**config.mk**
```make
export PLATFORM = sky130hd
export DESIGN_NAME = picorv32_mem_arbiter_flat
export DESIGN_NICKNAME = d
export VERILOG_FILES = /design/src/rtl/picorv32_mem_arbiter_if.sv /design/src/rtl/picorv32_mem_arbiter.sv /design/src/flat_wrapper.sv
export SDC_FILE = /design/constraint.sdc
export NUM_CORES = 1
export LEC_CHECK = 0
export ABC_AREA = 1
export BUFFER_PORTS_ARGS = -buffer_cell sky130_fd_sc_hd__buf_2
export CAP_MARGIN = 20
export CORE_AREA = 2 2 122 124
export CTS_BUF_LIST = sky130_fd_sc_hd__clkbuf_4
export CTS_CLUSTER_DIAMETER = 30
export DETAILED_ROUTE_END_ITERATION = 10
export DIE_AREA = 0 0 124 126
export PLACE_DENSITY_LB_ADDON = 0.08
export SETUP_SLACK_MARGIN = 0.5
export SLEW_MARGIN = 40
export SYNTH_ARGS = -nofsm -noshare
export SYNTH_HDL_FRONTEND = slang
export SYNTH_SLANG_ARGS = --single-unit
```
**constraint.sdc**
```tcl
create_clock -name clk -period 2.8 [get_ports clk]
set_input_delay 0.14 -clock clk [delete_from_list [all_inputs] [get_ports clk]]
set_output_delay 0.14 -clock clk [all_outputs]
set_load 0.05 [all_outputs]
```
**src/rtl/picorv32_mem_arbiter_if.sv**
```systemverilog
// Bus bundle between the two requesters (CPU core, vector coprocessor), the arbiter
// and the shared system memory port.
interface picorv32_mem_arbiter_if;
  logic        cpu_mem_valid;
  logic        cpu_mem_instr;
  logic [31:0] cpu_mem_addr;
  logic [31:0] cpu_mem_wdata;
  logic [3:0]  cpu_mem_wstrb;
  logic        cpu_mem_ready;
  logic [31:0] cpu_mem_rdata;

  logic        vec_mem_valid;
  logic [31:0] vec_mem_addr;
  logic [31:0] vec_mem_wdata;
  logic [3:0]  vec_mem_wstrb;
  logic        vec_mem_ready;
  logic [31:0] vec_mem_rdata;

  logic        mem_valid;
  logic        mem_instr;
  logic [31:0] mem_addr;
  logic [31:0] mem_wdata;
  logic [3:0]  mem_wstrb;
  logic        mem_ready;
  logic [31:0] mem_rdata;

  logic        grant_vec;
  logic        timeout_err;

  modport slave (
    input  cpu_mem_valid, cpu_mem_instr, cpu_mem_addr, cpu_mem_wdata, cpu_mem_wstrb,
    output cpu_mem_ready, cpu_mem_rdata,
    input  vec_mem_valid, vec_mem_addr, vec_mem_wdata, vec_mem_wstrb,
    output vec_mem_ready, vec_mem_rdata,
    output mem_valid, mem_instr, mem_addr, mem_wdata, mem_wstrb,
    input  mem_ready, mem_rdata,
    output grant_vec, timeout_err
  );

  modport master (
    output cpu_mem_valid, cpu_mem_instr, cpu_mem_addr, cpu_mem_wdata, cpu_mem_wstrb,
    input  cpu_mem_ready, cpu_mem_rdata,
    output vec_mem_valid, vec_mem_addr, vec_mem_wdata, vec_mem_wstrb,
    input  vec_mem_ready, vec_mem_rdata,
    input  mem_valid, mem_instr, mem_addr, mem_wdata, mem_wstrb,
    output mem_ready, mem_rdata,
    input  grant_vec, timeout_err
  );
endinterface

```
**src/rtl/picorv32_mem_arbiter.sv**
```systemverilog
// Shares one native memory port between the picorv32 core and the vector coprocessor:
// one transaction per grant, round-robin or vector-priority, with a stall timeout.
module picorv32_mem_arbiter #(
  parameter int ARB_MODE = 0,
  parameter int TIMEOUT  = 255
) (
  input logic                   clk,
  input logic                   reset,
  picorv32_mem_arbiter_if.slave bus
);

  typedef enum logic [1:0] {IDLE, BUSY_CPU, BUSY_VEC} state_t;

  localparam logic [15:0] TIMEOUT_CNT = 16'(TIMEOUT);

  state_t      r_state;
  logic        r_last_vec;
  logic [15:0] r_wait_cnt;
  logic        r_timeout_err;

  logic w_busy;
  logic w_forced;
  logic w_done;
  logic w_pick_vec;

  assign w_busy   = (r_state != IDLE);
  // mem_ready has priority over an expiring timeout in the same cycle
  assign w_forced = w_busy && (TIMEOUT != 0) && (r_wait_cnt == TIMEOUT_CNT) && !bus.mem_ready;
  assign w_done   = w_busy && (bus.mem_ready || w_forced);

  always_comb begin
    if (bus.cpu_mem_valid && bus.vec_mem_valid)
      w_pick_vec = (ARB_MODE != 0) || !r_last_vec;
    else
      w_pick_vec = bus.vec_mem_valid;
  end

  always_ff @(posedge clk or posedge reset) begin
    if (reset) begin
      r_state       <= IDLE;
      r_last_vec    <= 1'b1;
      r_wait_cnt    <= '0;
      r_timeout_err <= 1'b0;
    end else begin
      case (r_state)
        IDLE: begin
          if (bus.cpu_mem_valid || bus.vec_mem_valid) begin
            r_state    <= w_pick_vec ? BUSY_VEC : BUSY_CPU;
            r_last_vec <= w_pick_vec;
            r_wait_cnt <= '0;
          end
        end
        BUSY_CPU, BUSY_VEC: begin
          if (w_done) begin
            r_state <= IDLE;
            if (w_forced)
              r_timeout_err <= 1'b1;
          end else if (r_wait_cnt != 16'hFFFF) begin
            r_wait_cnt <= r_wait_cnt + 16'd1;
          end
        end
        default: r_state <= IDLE;
      endcase
    end
  end

  // Outputs decode straight from state so an async reset clears them immediately
  always_comb begin
    bus.mem_valid     = w_busy && !w_forced;
    bus.mem_instr     = (r_state == BUSY_CPU) && bus.cpu_mem_instr;
    bus.mem_addr      = '0;
    bus.mem_wdata     = '0;
    bus.mem_wstrb     = '0;
    bus.cpu_mem_ready = 1'b0;
    bus.cpu_mem_rdata = '0;
    bus.vec_mem_ready = 1'b0;
    bus.vec_mem_rdata = '0;
    bus.grant_vec     = (r_state == BUSY_VEC);
    bus.timeout_err   = r_timeout_err;
    case (r_state)
      BUSY_CPU: begin
        bus.mem_addr      = bus.cpu_mem_addr;
        bus.mem_wdata     = bus.cpu_mem_wdata;
        bus.mem_wstrb     = bus.cpu_mem_wstrb;
        bus.cpu_mem_ready = w_done;
        bus.cpu_mem_rdata = bus.mem_ready ? bus.mem_rdata : 32'd0;
      end
      BUSY_VEC: begin
        bus.mem_addr      = bus.vec_mem_addr;
        bus.mem_wdata     = bus.vec_mem_wdata;
        bus.mem_wstrb     = bus.vec_mem_wstrb;
        bus.vec_mem_ready = w_done;
        bus.vec_mem_rdata = bus.mem_ready ? bus.mem_rdata : 32'd0;
      end
      default: ;
    endcase
  end

endmodule
```
**src/flat_wrapper.sv**
```systemverilog
// flat-port wrapper written by rule: the top's interface ports become plain ports
module picorv32_mem_arbiter_flat 
#(
  parameter int ARB_MODE = 0,
  parameter int TIMEOUT  = 255
)
  (clk, reset, bus_cpu_mem_valid, bus_cpu_mem_instr, bus_cpu_mem_addr, bus_cpu_mem_wdata, bus_cpu_mem_wstrb, bus_cpu_mem_ready, bus_cpu_mem_rdata, bus_vec_mem_valid, bus_vec_mem_addr, bus_vec_mem_wdata, bus_vec_mem_wstrb, bus_vec_mem_ready, bus_vec_mem_rdata, bus_mem_valid, bus_mem_instr, bus_mem_addr, bus_mem_wdata, bus_mem_wstrb, bus_mem_ready, bus_mem_rdata, bus_grant_vec, bus_timeout_err);
  picorv32_mem_arbiter_if bus_i ();
  input logic clk;
  input logic reset;
  input wire logic [$bits(bus_i.cpu_mem_valid)-1:0] bus_cpu_mem_valid;
  input wire logic [$bits(bus_i.cpu_mem_instr)-1:0] bus_cpu_mem_instr;
  input wire logic [$bits(bus_i.cpu_mem_addr)-1:0] bus_cpu_mem_addr;
  input wire logic [$bits(bus_i.cpu_mem_wdata)-1:0] bus_cpu_mem_wdata;
  input wire logic [$bits(bus_i.cpu_mem_wstrb)-1:0] bus_cpu_mem_wstrb;
  output wire logic [$bits(bus_i.cpu_mem_ready)-1:0] bus_cpu_mem_ready;
  output wire logic [$bits(bus_i.cpu_mem_rdata)-1:0] bus_cpu_mem_rdata;
  input wire logic [$bits(bus_i.vec_mem_valid)-1:0] bus_vec_mem_valid;
  input wire logic [$bits(bus_i.vec_mem_addr)-1:0] bus_vec_mem_addr;
  input wire logic [$bits(bus_i.vec_mem_wdata)-1:0] bus_vec_mem_wdata;
  input wire logic [$bits(bus_i.vec_mem_wstrb)-1:0] bus_vec_mem_wstrb;
  output wire logic [$bits(bus_i.vec_mem_ready)-1:0] bus_vec_mem_ready;
  output wire logic [$bits(bus_i.vec_mem_rdata)-1:0] bus_vec_mem_rdata;
  output wire logic [$bits(bus_i.mem_valid)-1:0] bus_mem_valid;
  output wire logic [$bits(bus_i.mem_instr)-1:0] bus_mem_instr;
  output wire logic [$bits(bus_i.mem_addr)-1:0] bus_mem_addr;
  output wire logic [$bits(bus_i.mem_wdata)-1:0] bus_mem_wdata;
  output wire logic [$bits(bus_i.mem_wstrb)-1:0] bus_mem_wstrb;
  input wire logic [$bits(bus_i.mem_ready)-1:0] bus_mem_ready;
  input wire logic [$bits(bus_i.mem_rdata)-1:0] bus_mem_rdata;
  output wire logic [$bits(bus_i.grant_vec)-1:0] bus_grant_vec;
  output wire logic [$bits(bus_i.timeout_err)-1:0] bus_timeout_err;
  assign bus_i.cpu_mem_valid = bus_cpu_mem_valid;
  assign bus_i.cpu_mem_instr = bus_cpu_mem_instr;
  assign bus_i.cpu_mem_addr = bus_cpu_mem_addr;
  assign bus_i.cpu_mem_wdata = bus_cpu_mem_wdata;
  assign bus_i.cpu_mem_wstrb = bus_cpu_mem_wstrb;
  assign bus_cpu_mem_ready = bus_i.cpu_mem_ready;
  assign bus_cpu_mem_rdata = bus_i.cpu_mem_rdata;
  assign bus_i.vec_mem_valid = bus_vec_mem_valid;
  assign bus_i.vec_mem_addr = bus_vec_mem_addr;
  assign bus_i.vec_mem_wdata = bus_vec_mem_wdata;
  assign bus_i.vec_mem_wstrb = bus_vec_mem_wstrb;
  assign bus_vec_mem_ready = bus_i.vec_mem_ready;
  assign bus_vec_mem_rdata = bus_i.vec_mem_rdata;
  assign bus_mem_valid = bus_i.mem_valid;
  assign bus_mem_instr = bus_i.mem_instr;
  assign bus_mem_addr = bus_i.mem_addr;
  assign bus_mem_wdata = bus_i.mem_wdata;
  assign bus_mem_wstrb = bus_i.mem_wstrb;
  assign bus_i.mem_ready = bus_mem_ready;
  assign bus_i.mem_rdata = bus_mem_rdata;
  assign bus_grant_vec = bus_i.grant_vec;
  assign bus_timeout_err = bus_i.timeout_err;
  picorv32_mem_arbiter #(.ARB_MODE(ARB_MODE), .TIMEOUT(TIMEOUT)) u_core (.clk(clk), .reset(reset), .bus(bus_i));
endmodule
```
==> out/metrics.yaml <==
placed_design:
  dp.final_hpwl_um: 13100
  io_buffer_count: 311
  gp_congestion: 0.962
  place_worst_setup_slack_ps: 742
floorplanning:
  die_h_um: 126
  core_um2: 14300
  fp.dieW_um: 124
  io_pins: 312
  dieArea_um2: 15600
  start_util_pct: 20.1
  rows: 44
timing:
  timing.final.max_slew_violations: 0
  maxSlewHeadroom_pct: 59.0
  worst_slack_ps: 633
  setup_tns_ps: 0
  finalSetupViolCount: 0
  whs_ps: 149
  tightestPinTransition_ps: 616
  fin_crit_sh_pct: 77.4
  final_hold_viol_count: 0
  max_freq_mhz: 461
  rsz0062_at_grt: "no"
  min_period_ps: 2170
  skew_ps: 2.87
layout:
  regArea_um2: 502
  multi_input_comb_area_um2: 2440
  fillers: 1639
  syn2layout_area_growth_pct: 78.1
  drive_gt1_share_pct: 47.4
  nNetsFinal: 1018
route:
  routed_wl_um: 16000
  num_vias: 4626
  drc: 0
  firstDrtPassIters: 4
  routed_via_density: 4.48
  ant_nets: 0
  drtIter0Drc: 255
  routedWlPerCell_um: 15.5
power:
  p_leak_uw: 0.00272
  power.density_nw_per_um2: 863
  vdd_drop_max_mv: 0.673
  p_seq_share_pct: 7.9
  power_switching_uw: 3150
  pwr-share-comb_pct: 88.6
  cellInternalPower_uw: 1270
  switching_share_pct: 71.3
  clockPowerShare_pct: 3.4
setup_path:
  worstSetupPathType: "flip-flop to output pin"
  path_cells: "inv_1, ha_2, clkinv_2, buf_12, a21oi_1, buf_2"
  path_delay_family: "buffers and inverters"
  critPathCaptureType: "output pin"
  r2r_start: "u_core.r_state[1]"
  cp_slowest_cell: "dfrtp_1"
  required_ps: 2660
  cp-start-kind: "flip-flop"
  critPathMaxFanout: 75
  path_buf_inv: 4
  crit_arrival_ps: 2030
  slowest_delay_ps: 390
  crit_start: "u_core.r_state[1]"
clocking:
  clock-root-buffer: "clkbuf_4"
  postCtsSetupBuffers: 0
  clk_transition_reported_paths_ps: 120
  clockBufferDepth: 2
  htree_levels: 1
  cts_sinks: 20
  cts_buffers: 3
  cts_tree: "yes"
  clk_latency_ps: 310
synth:
  postSynthCellCount: 557
  ys_ff_latch: 20
  synthFlopType: "dfrtp_1"
  yosysWarnings: 0
  synthTopCellsByCount: "nand2_1 (205), a21oi_1 (73), nor3_1 (66)"
  syn_nets: 735
  avgSynthCellArea_um2: 5.16
  yosysSeqAreaShare_pct: 17.4
  synth_cell_type_count: 27
  synth_area_leader_cell: "nand2_1"
  synth_edf_count: 0
  async_reset_ff_share_pct: 100
  synth_top_area_share_pct: 26.8
  syn_area_um2: 2880
  synth_most_common_cell: "nand2_1"
  synth.area.top_cells: "nand2_1 (27%), dfrtp_1 (17%), a21oi_1 (13%), nor3_1 (11%), inv_1 (7.6%)"
status:
  status: "finished clean"
global_route:
  gr-total-overflow: 0
  antenna_found_initial: 14
  grt_max_degree: 76
  grt_pass1_wl_um: 23300
  track_usage_pct: 19.1
  first_global_vias: 4303
hold_path:
  hp-class: "primary input to flip-flop"
  hold_start: "bus_cpu_mem_valid"
job:
  drv_cap: 0
[cell type report]
type                       instances  area share [%]
timing repair buffer             319            32.7
clock buffer                       3           0.440
antenna                            9           0.440
sequential                        20            9.80
inverter                          59            4.40
tap                              184            4.50
clock inverter                     1          0.0733
multi-input combinational        437            47.7
[power groups by stage]
stage | logic (uW) | clock network [uW] | registers [uW]
floorplan | 3010 | 0 | 350
detailed placement | 3900 | 0 | 355
CTS | 3910 | 158 | 350
global placement | 3880 | 0 | 355
global route | 4190 | 169 | 356
finish | 3920 | 151 | 351
[per-stage QoR]
step	util (%)	std cells	power [uW]	cell area, um^2
after floorplan	-	557	3360	3330
after global placement	35.1	1018	4230	5020
after detailed placement	35.1	1018	4250	5030
after CTS	35.3	1022	4420	5060
after global routing	35.7	1026	4720	5110
final	35.8	1032	4420	5120
[logic make-up (layout without fill, tap and decap cells)]
logic type	Yosys count	in the layout	synth area share, %
DFF	20	20	17.5
other	0	9	0
buffers and inverters	100	382	13.4
adders and majority gates	4	4	1.74
xor gates and xnor gates	1	1	0.305
AOI/OAI and AO/OA	84	84	15.4
and+or+nand+nor	348	348	51.7
[path summary, 6_finish.rpt]
check,endpoint,slack [ps],cells past startpoint
max,bus_mem_addr[25],630,6
min reg2reg,u_core.bus.timeout_err,490,1
max reg2reg,u_core.r_wait_cnt[11],840,8
min,u_core.r_last_vec,150,4
max in group asynchronous,u_core.r_last_vec,2090,3
min in group asynchronous,u_core.r_wait_cnt[9],370,3
[placed cells by master, fill, tap and decap left out, types with 3 or more instances in the layout]
cell,Yosys,final
a21oi_4,0,15
a21oi_1,73,51
inv_1,58,53
nand4_1,3,3
ha_2,0,3
nor3_2,0,23
dfrtp_1,19,19
nor3_4,1,13
buf_12,0,3
nand2_1,205,205
nor2_1,34,34
clkbuf_4,0,9
nand3_1,29,29
nor2_2,3,3
diode_2,0,9
o21ai_0,8,8
nand2_2,3,3
inv_2,1,4
buf_2,2,304
nor3_1,66,31
a21oi_2,0,7
buf_4,0,5
[sequential cells by signal, indices dropped and copies added (netlist names)]
register,cells
u_core.bus.timeout_err,1
u_core.r_last_vec,1
u_core.r_state,2
u_core.r_wait_cnt,16
[tightest hold or removal path: cells and delay by family]
kind | cells | cell delay [ps]
compound gates | 2 | 160
buf+inv | 1 | 90
simple gates | 1 | 70
[per-layer routing]
| metal | vias to the layer above | track usage (%) | routed length, um |
|---|---|---|---|
| met1 | 2060 | 21.6 | 6280 |
| met4 | 12 | 2.18 | 165 |
| met5 | - | 0 | 64 |
| met2 | 181 | 33.9 | 7770 |
| met3 | 22 | 8.42 | 1730 |
| li1 | 2351 | - | - |
[what timing repair did]
item                       CTS  global route
hold endpoints to repair     0            19
hold buffers                 0             1
resized for setup            1            13
gates cloned                 0             0
setup endpoints to repair   58            67
Note: power is estimated with default switching activity, not from simulation.
